**config.mk**
```make
export PLATFORM = sky130hd
export DESIGN_NAME = zero_cmp_arbiter_flat
export DESIGN_NICKNAME = d
export VERILOG_FILES = /design/src/rtl/zero_cmp_arbiter_pkg.sv /design/src/rtl/zero_cmp_arbiter_if.sv /design/src/rtl/zero_cmp_arbiter_rr_arbiter.sv /design/src/rtl/zero_cmp_arbiter.sv /design/src/flat_wrapper.sv
export SDC_FILE = /design/constraint.sdc
export NUM_CORES = 1
export LEC_CHECK = 0
export BUFFER_PORTS_ARGS = -buffer_cell sky130_fd_sc_hd__buf_2
export CAP_MARGIN = 25
export CORE_MARGIN = 2
export CORE_UTILIZATION = 52
export DETAILED_ROUTE_END_ITERATION = 7
export GPL_TIMING_DRIVEN = 0
export PLACE_DENSITY_LB_ADDON = 0.12
export SLEW_MARGIN = 20
export SYNTH_ARGS = -nofsm -noshare
export SYNTH_HDL_FRONTEND = slang
export SYNTH_SLANG_ARGS = --single-unit
```
**constraint.sdc**
```tcl
create_clock -name clk -period 4.3 [get_ports clk]
set_input_delay 0.645 -clock clk [delete_from_list [all_inputs] [get_ports clk]]
set_output_delay 0.645 -clock clk [all_outputs]
set_load 0.05 [all_outputs]
```
**src/rtl/zero_cmp_arbiter_pkg.sv**
```systemverilog
// zero_cmp_arbiter_pkg
//   Shared definitions for the zero-compare arbiter slice: the width of the
//   shared compare unit, the flag type it returns, and the one operand value
//   that clears the flag.
package zero_cmp_arbiter_pkg;

  localparam int CMP_W = 8;

  typedef logic cmp_flag_t;

  // Operand value for which the compare unit reports flag = 0.
  localparam logic [CMP_W-1:0] CMP_ALL_ONES = 8'hFF;

endpackage

```
**src/rtl/zero_cmp_arbiter_if.sv**
```systemverilog
// zero_cmp_arbiter_if
//   Request/response bundle between N_REQ requesters and the shared compare
//   unit arbiter.
//
//   Handshake: requester i holds req_valid[i] with a stable operand in
//   req_data[i*W +: W]; the operand is taken on the rising edge where
//   req_valid[i] && req_ready[i]. req_ready is one-hot or zero. The result
//   comes back exactly one cycle later as a one-hot single-cycle pulse on
//   resp_valid with the flag on resp_z; there is no response backpressure.
//
//   master modport : requester side (drives req_valid, req_data)
//   slave modport  : arbiter side (drives req_ready, resp_valid, resp_z)
interface zero_cmp_arbiter_if
  import zero_cmp_arbiter_pkg::*;
#(
  parameter int N_REQ = 4,
  parameter int W     = CMP_W
);

  logic [N_REQ-1:0]   req_valid;
  logic [N_REQ*W-1:0] req_data;
  logic [N_REQ-1:0]   req_ready;
  logic [N_REQ-1:0]   resp_valid;
  cmp_flag_t          resp_z;

  modport master (
    output req_valid,
    output req_data,
    input  req_ready,
    input  resp_valid,
    input  resp_z
  );

  modport slave (
    input  req_valid,
    input  req_data,
    output req_ready,
    output resp_valid,
    output resp_z
  );

endinterface

```
**src/rtl/zero_cmp_arbiter_rr_arbiter.sv**
```systemverilog
// rr_arbiter
//   Round-robin arbiter for a shared unit that accepts one request per cycle.
//   The grant is combinational from the request vector and the registered
//   pointer; the search starts at ptr and wraps modulo N. After a grant to g
//   the pointer moves to (g+1) mod N; with no grant it holds.
//
//   clk, rst_n : clock, asynchronous active-low reset (pointer -> 0)
//   req        : request vector
//   grant      : one-hot grant, zero when no request is set
//   grant_idx  : binary index of the granted requester (0 when none)
module rr_arbiter #(
  parameter int N = 4,
  localparam int PTR_W = (N > 1) ? $clog2(N) : 1
) (
  input  logic             clk,
  input  logic             rst_n,
  input  logic [N-1:0]     req,
  output logic [N-1:0]     grant,
  output logic [PTR_W-1:0] grant_idx
);

  localparam int SUM_W = PTR_W + 1;
  localparam logic [SUM_W-1:0] N_L  = SUM_W'(N);
  localparam logic [PTR_W-1:0] LAST = PTR_W'(N - 1);

  logic [PTR_W-1:0] ptr;
  logic [SUM_W-1:0] sum;
  logic [PTR_W-1:0] idx;
  logic             found;

  // ptr < N and offset < N, so one conditional subtract gives the modulo.
  always_comb begin
    grant     = '0;
    grant_idx = '0;
    found     = 1'b0;
    sum       = '0;
    idx       = '0;
    for (int i = 0; i < N; i++) begin
      sum = {1'b0, ptr} + SUM_W'(i);
      if (sum >= N_L) begin
        sum = sum - N_L;
      end
      idx = sum[PTR_W-1:0];
      if (!found && req[idx]) begin
        found      = 1'b1;
        grant[idx] = 1'b1;
        grant_idx  = idx;
      end
    end
  end

  // A grant is only ever issued to a set request, so found == transfer.
  always_ff @(posedge clk or negedge rst_n) begin
    if (!rst_n) begin
      ptr <= '0;
    end else if (found) begin
      ptr <= (grant_idx == LAST) ? '0 : grant_idx + 1'b1;
    end
  end

endmodule

```
**src/rtl/zero_cmp_arbiter.sv**
```systemverilog
// zero_cmp_arbiter
//   Shares the single 8-bit zero-compare unit among N_REQ requesters. A
//   round-robin arbiter accepts one operand per cycle into op_q; the flag
//   (0 iff operand == 8'hFF) is returned to the granted requester one cycle
//   later as a one-hot pulse on resp_valid.
//
//   clk, rst_n : clock, asynchronous active-low reset
//   bus        : request/response bundle (slave side)
//   busy       : a compare result is being presented this cycle
//   cmp_count  : completed compares since reset, saturating at all-ones
module zero_cmp_arbiter
  import zero_cmp_arbiter_pkg::*;
#(
  parameter int N_REQ = 4,
  parameter int W     = CMP_W,
  parameter int CNT_W = 16
) (
  input  logic               clk,
  input  logic               rst_n,
  zero_cmp_arbiter_if.slave  bus,
  output logic               busy,
  output logic [CNT_W-1:0]   cmp_count
);

  localparam int PTR_W = (N_REQ > 1) ? $clog2(N_REQ) : 1;

  logic [N_REQ-1:0] grant;
  logic [PTR_W-1:0] grant_idx;
  logic             xfer;

  logic [W-1:0]     op_q;
  logic [PTR_W-1:0] idx_q;
  logic             vld_q;
  logic [CNT_W-1:0] cmp_count_q;
  cmp_flag_t        flag;

  rr_arbiter #(.N(N_REQ)) u_arb (
    .clk       (clk),
    .rst_n     (rst_n),
    .req       (bus.req_valid),
    .grant     (grant),
    .grant_idx (grant_idx)
  );

  assign bus.req_ready = grant;
  assign xfer          = |grant;

  // Input register of the compare unit. A new transfer may land in the same
  // edge that ends a response pulse; requesters have already sampled it.
  always_ff @(posedge clk or negedge rst_n) begin
    if (!rst_n) begin
      op_q  <= '0;
      idx_q <= '0;
      vld_q <= 1'b0;
    end else begin
      vld_q <= xfer;
      if (xfer) begin
        op_q  <= bus.req_data[int'(grant_idx) * W +: W];
        idx_q <= grant_idx;
      end
    end
  end

  always_ff @(posedge clk or negedge rst_n) begin
    if (!rst_n) begin
      cmp_count_q <= '0;
    end else if (vld_q && (cmp_count_q != {CNT_W{1'b1}})) begin
      cmp_count_q <= cmp_count_q + 1'b1;
    end
  end

  // Shared compare unit: flag clears only for the all-ones operand.
  assign flag = (op_q != CMP_ALL_ONES);

  assign bus.resp_valid = vld_q ? (N_REQ'(1) << idx_q) : '0;
  assign bus.resp_z     = vld_q & flag;
  assign busy           = vld_q;
  assign cmp_count      = cmp_count_q;

endmodule

```
**src/flat_wrapper.sv**
```systemverilog
// flat-port wrapper written by rule: the top's interface ports become plain ports
module zero_cmp_arbiter_flat import zero_cmp_arbiter_pkg::*;
#(
  parameter int N_REQ = 4,
  parameter int W     = CMP_W,
  parameter int CNT_W = 16
)
  (clk, rst_n, busy, cmp_count, bus_req_valid, bus_req_data, bus_req_ready, bus_resp_valid, bus_resp_z);
  zero_cmp_arbiter_if #(.N_REQ(N_REQ), .W(W)) bus_i ();
  input  logic clk;
  input  logic rst_n;
  output logic busy;
  output logic [CNT_W-1:0] cmp_count;
  input wire logic [$bits(bus_i.req_valid)-1:0] bus_req_valid;
  input wire logic [$bits(bus_i.req_data)-1:0] bus_req_data;
  output wire logic [$bits(bus_i.req_ready)-1:0] bus_req_ready;
  output wire logic [$bits(bus_i.resp_valid)-1:0] bus_resp_valid;
  output wire logic [$bits(bus_i.resp_z)-1:0] bus_resp_z;
  assign bus_i.req_valid = bus_req_valid;
  assign bus_i.req_data = bus_req_data;
  assign bus_req_ready = bus_i.req_ready;
  assign bus_resp_valid = bus_i.resp_valid;
  assign bus_resp_z = bus_i.resp_z;
  zero_cmp_arbiter #(.N_REQ(N_REQ), .W(W), .CNT_W(CNT_W)) u_core (.clk(clk), .rst_n(rst_n), .bus(bus_i), .busy(busy), .cmp_count(cmp_count));
endmodule
```
==> Word level (Yosys, flattened, before mapping) <==
Cells that the tools add are included.
{ "word_totals": {"register_bits": 29, "out_inout_bits": 26} }
{ "op_classes": {"bitwise": 4, "n_mux": 34, "reduce_logical": 12, "shifts": 2, "n_addsub": 9, "n_eq_ne": 3, "order_cmp": 12} }
{ "op_table": {"columns": ["cell", "n"], "rows": [
  ["variable part select 32 x 6 -> 8 bit", 1],
  ["2-to-1 mux 4 bit", 5],
  ["2-to-1 mux 2 bit", 9],
  ["adder 16 x 1 -> 16 bit, second input constant", 1],
  ["!= test 16 bit, second input constant", 1],
  ["less-than comparator 2 x 3 -> 1 bit, second input constant", 4],
  ["2-to-1 mux 1 bit", 12],
  ["bitwise OR 4 bit", 3],
  [">= comparator 3 bit, second input constant", 3],
  ["binary-select mux 1 bit (select 2 bit)", 4],
  ["demux 1 bit (select 2 bit)", 4],
  [">= comparator 2 x 1 -> 1 bit, second input constant", 4],
  ["logical AND 1 bit", 8],
  ["!= test 8 bit, second input constant", 1],
  ["subtractor 2 x 1 -> 2 bit, second input constant", 4],
  ["adder 2 x 2 -> 3 bit, second input constant", 2],
  ["OR reduction 4 bit", 1],
  ["left shift 1 x 2 -> 4 bit, first input constant", 1],
  ["adder 2 x 1 -> 3 bit, second input constant", 1],
  [">= comparator 2 x 3 -> 1 bit, second input constant", 1],
  ["logical NOT 1 bit", 3],
  ["adder 2 x 1 -> 2 bit, second input constant", 1],
  ["equality test 2 bit, second input constant", 1],
  ["AND 1 bit", 1]
]} }

==> Longest topological paths before layout <==
Gate-level depths: netlist (run 1).
{ "depth": {"ltp_word": 16, "depth_mapped": 12} }

==> Cells and area by module <==
From an unflattened synthesis (run 1), not the netlist that was laid out.
{ "hier_totals": {"hier_cells": 166, "hier_area_um2": 2023.2} }
{ "modules_own_cells": {"columns": ["mod", "cells_per_inst", "area_per_inst_um2", "n_inst", "seq_area_each_um2"], "rows": [
  ["zero_cmp_arbiter", 116, 1498.9, 1, 675.6],
  ["rr_arbiter", 50, 524.3, 1, 50.0]
]} }

==> Worst setup path after synthesis (run 1) <==
Ideal clock, no wire load.
{ "synth_timing": {"path_type": "reg2out", "start": "register u_core.u_arb.ptr[0]", "end": "output bus_req_ready[2]", "t_required_ns": 3.655, "arrival_ns": 3.447, "path_slack_ns": 0.208, "path_stages_with_launch": 11, "path_cell_list": "dfrtp_1 > buf_2 > inv_1 > ha_1 > buf_6 > or3b_1 > a211o_1 > and2_1 > buf_2 > clkbuf_1 > o21ai_0"} }
{ "synth_via": {"elab_chain_cells": 14, "word_cells_on_any_way": 59, "classes_between": "add/sub (7); order compare (12); mux (27); bitwise (3); reduce/logical (10)"} }
{ "synth_rtl": {"columns": ["item", "line_no", "source"], "rows": [
  ["start: declaration", "zero_cmp_arbiter_rr_arbiter.sv:26", "logic [PTR_W-1:0] ptr;"],
  ["start signal: assignment", "zero_cmp_arbiter_rr_arbiter.sv:57", "ptr <= (grant_idx == LAST) ? '0 : grant_idx + 1'b1;"],
  ["branches (longest 13 deep; another with adder 2 x 1 -> 3 bit)", null, null],
  ["2-to-1 mux 4 bit *", "zero_cmp_arbiter_rr_arbiter.sv:44", "if (!found && req[idx]) begin"],
  ["end: declaration", "flat_wrapper.sv:16", "output wire logic [$bits(bus_i.req_ready)-1:0] bus_req_ready;"]
]} }
Every way passes the cells marked *. The select of a mux whose other input is x is not followed.

==> Final worst setup path (run 1) <==
Same ends and word-level chain as after synthesis.

==> results of run 1 <==
cell usage after synthesis, types with 3 or more instances:
master,n
o31ai_2,8
nor3_1,6
and2_1,4
a211oi_1,32
or3b_1,4
nor2_1,9
nor2b_1,3
nand3_1,14
ha_1,7
and3_1,4
a21o_1,5
nor3b_1,4
mux4_2,3
a21oi_1,5
o21ai_0,5
xor2_1,5
buf_2,7
clkbuf_1,4
nand2_1,10
nand2b_1,3
dfrtp_1,29
xnor2_1,12
inv_1,25
nand4_1,5
final timing paths:
check | endpoint | slack [ps] | from | cells past startpoint
max | bus_req_ready[2] | 250 | u_core.u_arb.ptr[0]$_DFFE_PN0P_ | 11
max reg2reg | u_core.idx_q[0]$_DFFE_PN0P_ | 890 | u_core.u_arb.ptr[0]$_DFFE_PN0P_ | 10
min reg2reg | u_core.cmp_count[14]$_DFFE_PN0P_ | 490 | u_core.cmp_count[14]$_DFFE_PN0P_ | 1
max in group asynchronous | u_core.u_arb.ptr[0]$_DFFE_PN0P_ | 3470 | rst_n | 1
min in group clk | u_core.cmp_count[14]$_DFFE_PN0P_ | 490 | u_core.cmp_count[14]$_DFFE_PN0P_ | 1
min | u_core.cmp_count[3]$_DFFE_PN0P_ | 390 | rst_n | 1
cells by family (layout without fill, tap and decap cells):
group,count (synthesis),after routing,share of synthesized area [%]
flip-flops,29,29,33.0
XOR/XNOR,17,17,6.78
adder cells (fa/ha/maj),7,7,3.99
multiplexers,7,7,5.01
buffers and inverters,41,108,8.26
AND/OR/NAND/NOR,72,72,18.7
AO/OA/AOI/OAI,67,67,24.2
layout by cell type, fill, tap and decap left out, types with 6 or more instances in the layout:
master / count
nand3_1: 14
clkbuf_8: 6
nand2_1: 10
nor3_1: 6
nor2_1: 9
o31ai_2: 8
xnor2_1: 12
ha_1: 7
inv_1: 25
a211oi_1: 32
buf_2: 68
dfrtp_1: 28
per-stage QoR:
stage | hold slack [ps] | std cells | setup slack (ps) | utilization, % | area, sq um
3_5_place_dp | 491 | 351 | 516 | 63.6 | 2560
2_1_floorplan | 349 | 240 | 208 | - | 2200
6_report | 388 | 357 | 254 | 65.7 | 2650
5_1_grt | 434 | 357 | 70.2 | 65.7 | 2650
4_1_cts | 405 | 358 | 204 | 65.8 | 2650
3_3_place_gp | 473 | 351 | 529 | 63.6 | 2560
where the power goes:
part	internal [mW]	switching [mW]	leakage [nW]
Clock	0.127	0.0932	0.0443
Combinational	0.614	1.03	0.862
Sequential	0.384	0.101	0.360
worst register-to-register path, stage by stage, from the launching register on:
cell     delay, ps
dfrtp_2        450
buf_2          250
inv_1          120
ha_1           310
buf_6          140
mux4_2         610
a21oi_1        230
a22oi_2        110
nor4_4         540
and2_4         250
mux2_1         320
layout make-up:
cell class,instances,share of cell area [%]
multi-input cells,170,48.7
plain buffers,15,3.17
inverters,25,3.54
flip-flops and latches,29,27.5
clock buffers,7,3.26
well taps,50,2.36
repair buffers,61,11.5
state kept, by name (all words and copies together), names as in the netlist:
register,count
u_core.idx_q,2
u_core.op_q,8
u_core.busy,1
u_core.cmp_count,16
u_core.u_arb.ptr,2
metal layers:
metal | track usage [%] | wire length (microns) | vias to the layer above
met2 | 36.4 | 2350 | 62
met3 | 3.90 | 224 | 6
met5 | 0 | 0 | -
met4 | 7.35 | 60 | 0
met1 | 29.4 | 2330 | 917
li1 | - | - | 1001
==> impl_metrics.env, run 1 <==
export IMPL_outcome="finished clean"
export IMPL_cts_made_buffers=5
export IMPL_ioPinCount=64
export IMPL_crit_path_top_delay_cell="dfrtp_2"
export IMPL_synth_cells=240
export IMPL_tns_ps=0
export IMPL_grt_remaining_overflow=0
export IMPL_die_h_microns=69.0
export IMPL_register_area_sq_um=727
export IMPL_syn_num_nets=285
export IMPL_post_cts_setup_buffers=0
export IMPL_total_power_mw=2.35
export IMPL_critPathMaxStageDelay_ps=450
export IMPL_synth_edf_count=0
export IMPL_crit_arrival_ps=3400
export IMPL_vdd_ir_drop_worst_uv=509
export IMPL_gp_congestion=0.873
export IMPL_power_density_mw_per_mm2=888
export IMPL_fmax_mhz=247
export IMPL_ctsRootBufferMaster="clkbuf_8"
export IMPL_setup_viol=0
export IMPL_p_leak_nw=1.27
export IMPL_grt_pass1_vias=1754
export IMPL_routedWlPerCell_microns=13.9
export IMPL_clk_path_buf_depth=2
export IMPL_portBuffers=61
export IMPL_ys_seq_area_share_pct=33.0
export IMPL_min_period_ps=4050
export IMPL_yosysUniqueCellTypes=46
export IMPL_syn_avg_cell_area_sq_um=9.15
export IMPL_grt_pass1_wl_microns=7940
export IMPL_slew_violations=0
export IMPL_grt_max_degree=30
export IMPL_yosysTopAreaCell="dfrtp_1"
export IMPL_crit_top_cell="buf_2"
export IMPL_routed_via_density=5.56
export IMPL_routed_wl_microns=4970
export IMPL_synth_async_sr_flop_share_pct=100
export IMPL_start_util_pct=54.5
export IMPL_cts_tree="built"
export IMPL_clk_latency_ps=270
export IMPL_dieArea_sq_mm=0.00476
export IMPL_post_dp_hpwl_microns=3810
export IMPL_cp_cell_sequence="buf_2, inv_1, ha_1, buf_6, or3b_1, a211o_1, and2_1, buf_2, clkbuf_1, o21ai_0, buf_2"
export IMPL_start_kind="register"
export IMPL_synth_top_cell_area_share_pct=33.0
export IMPL_finalClockSkew_ps=1.85
export IMPL_drt_initial_drc_count=86
export IMPL_yosys_warnings=0
export IMPL_maxCapViolCount=0
export IMPL_fillCellCount=357
export IMPL_layout_nets=352
export IMPL_slew_headroom_pct=56.6
export IMPL_end_kind="output port"
export IMPL_crit_fanout=10
export IMPL_ant_nets=0
export IMPL_cts_hold_buffers=0
export IMPL_htree_levels=2
export IMPL_final_layout_size_suffix_gt1_share_pct=31.3
export IMPL_drc=0
export IMPL_grtUsageTotal_pct=22.1
export IMPL_syn2layout_area_growth_pct=20.6
export IMPL_num_antenna_cells=0
export IMPL_ys_flop_type="dfrtp_1"
export IMPL_path_delay_family="buffers and inverters"
export IMPL_dr_pass1_iters=4
export IMPL_rows=23
export IMPL_crit_type="reg2out"
export IMPL_rsz0062_at_grt="no"
export IMPL_post_cts_resized=0
export IMPL_die_x_microns=69.0
export IMPL_multiInputGateArea_sq_mm=0.00129
export IMPL_vias=1986
export IMPL_synth_seq_cells=29
export IMPL_required_ps=3650
export IMPL_synth_area_top_cells="dfrtp_1, a211oi_1, xnor2_1"
export IMPL_worst_pin_slew_ps=652
export IMPL_clkSlewWorstSetupHoldPaths_ps=60
export IMPL_core_sq_mm=0.00403
export IMPL_path_buf_inv=6
export IMPL_syn_area_sq_mm=0.00220
export IMPL_hold_violations=0
export IMPL_cts_sink_count=29
export IMPL_period_share_pct=94.1
export IMPL_holdCritPathClass="in2async"
export IMPL_antenna_found_initial=0
Note: power is estimated with default switching activity, not from simulation.
==> run 2: changes to the inputs <==
--- a/config.mk
+++ b/config.mk
@@ -9,6 +9,7 @@
 export CAP_MARGIN = 25
 export CORE_MARGIN = 2
 export CORE_UTILIZATION = 52
+export CTS_BUF_LIST = sky130_fd_sc_hd__clkbuf_8 sky130_fd_sc_hd__clkbuf_16
 export DETAILED_ROUTE_END_ITERATION = 7
 export GPL_TIMING_DRIVEN = 0
 export PLACE_DENSITY_LB_ADDON = 0.12
==> impl_metrics.env, run 2 (synthesized netlist as in run 1, its figures left out) <==
export IMPL_routed_wl_microns=4960
export IMPL_dieArea_sq_mm=0.00476
export IMPL_fmax_mhz=247
export IMPL_power_density_mw_per_mm2=887
export IMPL_whs_ps=388
export IMPL_clk_latency_ps=270
export IMPL_fillCellCount=357
export IMPL_vdd_ir_drop_worst_uv=509
export IMPL_vias=1986
export IMPL_crit_arrival_ps=3400
export IMPL_cts_tree="built"
export IMPL_num_antenna_cells=0
export IMPL_dr_pass1_iters=4
export IMPL_hold_violations=0
export IMPL_cts_hold_buffers=0
export IMPL_grtUsageTotal_pct=22.1
export IMPL_switchingPower_mw=1.23
export IMPL_grt_pass1_vias=1754
export IMPL_drc=0
export IMPL_period_share_pct=94.1
export IMPL_finalClockSkew_ps=1.59
export IMPL_grt_remaining_overflow=0
export IMPL_end_kind="output port"
export IMPL_routedWlPerCell_microns=13.9
export IMPL_start_kind="register"
export IMPL_holdCritPathClass="in2async"
export IMPL_p_seq_share_pct=20.7
export IMPL_outcome="finished clean"
export IMPL_gp_congestion=0.873
export IMPL_clockPowerShare_pct=9.3
export IMPL_routed_via_density=5.56
export IMPL_setup_viol=0
export IMPL_core_sq_mm=0.00403
export IMPL_grt_max_degree=30
export IMPL_tns_ps=0
export IMPL_grtUsageMet2_pct=36.4
export IMPL_htree_levels=2
export IMPL_drt_initial_drc_count=87
export IMPL_cts_made_buffers=5
export IMPL_combPwrFrac_pct=70.0
export IMPL_use_met3_pct=3.90
export IMPL_crit_type="reg2out"
export IMPL_crit_fanout=10
export IMPL_post_cts_setup_buffers=0
export IMPL_die_x_microns=69.0
export IMPL_rsz0062_at_grt="no"
export IMPL_maxCapViolCount=0
export IMPL_p_leak_nw=1.27
export IMPL_min_period_ps=4050
export IMPL_clk_path_buf_depth=2
export IMPL_post_dp_hpwl_microns=3810
export IMPL_switching_share_pct=52.2
export IMPL_required_ps=3650
export IMPL_antenna_found_initial=0
export IMPL_mostFrequentLayoutCells="buf_2, a211oi_1, dfrtp_1, inv_1, nand3_1"
export IMPL_layout_nets=352
export IMPL_grt_pass1_wl_microns=7940
export IMPL_syn2layout_area_growth_pct=20.6
export IMPL_slew_violations=0
export IMPL_grtUsageMet1_pct=29.4
export IMPL_ant_nets=0
export IMPL_final_common_cell="buf_2"
export IMPL_busiest_layer="met2"
export IMPL_die_h_microns=69.0
export IMPL_rows=23
export IMPL_clkSlewWorstSetupHoldPaths_ps=60
export IMPL_ctsRootBufferMaster="clkbuf_8"
export IMPL_worst_pin_slew_ps=652
export IMPL_p_int_mw=1.12
export IMPL_largest_register_ffs=16
export IMPL_final_layout_size_suffix_gt1_share_pct=31.3
export IMPL_slew_headroom_pct=56.6
export IMPL_ioPinCount=64
export IMPL_portBuffers=61
export IMPL_post_cts_resized=0
export IMPL_start_util_pct=54.5
export IMPL_cts_sink_count=29
-- run 2: cell count changes in the layout (fill, tap and decap cells not counted) --
cell / previous run / this run
clkbuf_1: 4 / 3
inv_1: 25 / 26
-- run 2: area by class of cell --
cell class              count  area, sq um  share of cell area (%)
multi-input cells         170         1290                    48.7
flip-flops and latches     29          727                    27.5
repair buffers             61          305                    11.5
inverters                  25         93.8                    3.54
plain buffers              15         83.8                    3.17
clock buffers               6         82.6                    3.12
well taps                  50         62.6                    2.36
clock inverters             1         3.75                   0.142
-- run 2: routing by layer --
layer / share of wire (%) / vias to the layer above
met1: 47 / 915
met5: 0 / -
met4: 1.2 / 0
met3: 4.6 / 6
li1: - / 1001
met2: 47 / 64
-- run 2: stage by stage --
step           setup WS (ps)  total power [mW]  area, sq um  util [%]  std cells
4_1_cts                  204              2.36         2650      65.8        358
2_1_floorplan            208              1.81         2200         -        240
6_report                 254              2.35         2650      65.7        357
5_1_grt                 70.1              2.54         2650      65.7        357
3_3_place_gp             529              2.11         2560      63.6        351
3_5_place_dp             516              2.14         2560      63.6        351
-- run 2: final timing paths --
kind / from / end / slack, ps / cells after the start
max in group asynchronous: rst_n / u_core.u_arb.ptr[0]$_DFFE_PN0P_ / 3470 / 1
hold / removal: rst_n / u_core.cmp_count[3]$_DFFE_PN0P_ / 390 / 1
setup / recovery: u_core.u_arb.ptr[0]$_DFFE_PN0P_ / bus_req_ready[2] / 250 / 11
hold reg to reg: u_core.cmp_count[14]$_DFFE_PN0P_ / u_core.cmp_count[14]$_DFFE_PN0P_ / 490 / 1
min in group clk: u_core.cmp_count[14]$_DFFE_PN0P_ / u_core.cmp_count[14]$_DFFE_PN0P_ / 490 / 1
setup reg to reg: u_core.u_arb.ptr[0]$_DFFE_PN0P_ / u_core.idx_q[0]$_DFFE_PN0P_ / 890 / 10
-- run 2: critical path, cell delays in order (launching register included) --
cell and delay (ps):
dfrtp_2 450, buf_2 250, inv_1 120, ha_1 320
buf_6 140, or3b_1 350, a211o_1 310, and2_1 180
buf_2 190, clkbuf_1 290, o21ai_0 240, buf_2 290
-- run 2: power by group through the flow --
stage / Combinational (mW) / Sequential [mW] / Clock [mW]
floorplan: 1.22 / 0.590 / 0
global placement: 1.62 / 0.483 / 0
detailed placement: 1.66 / 0.488 / 0
CTS: 1.65 / 0.485 / 0.224
global route: 1.79 / 0.507 / 0.236
finish: 1.64 / 0.486 / 0.218
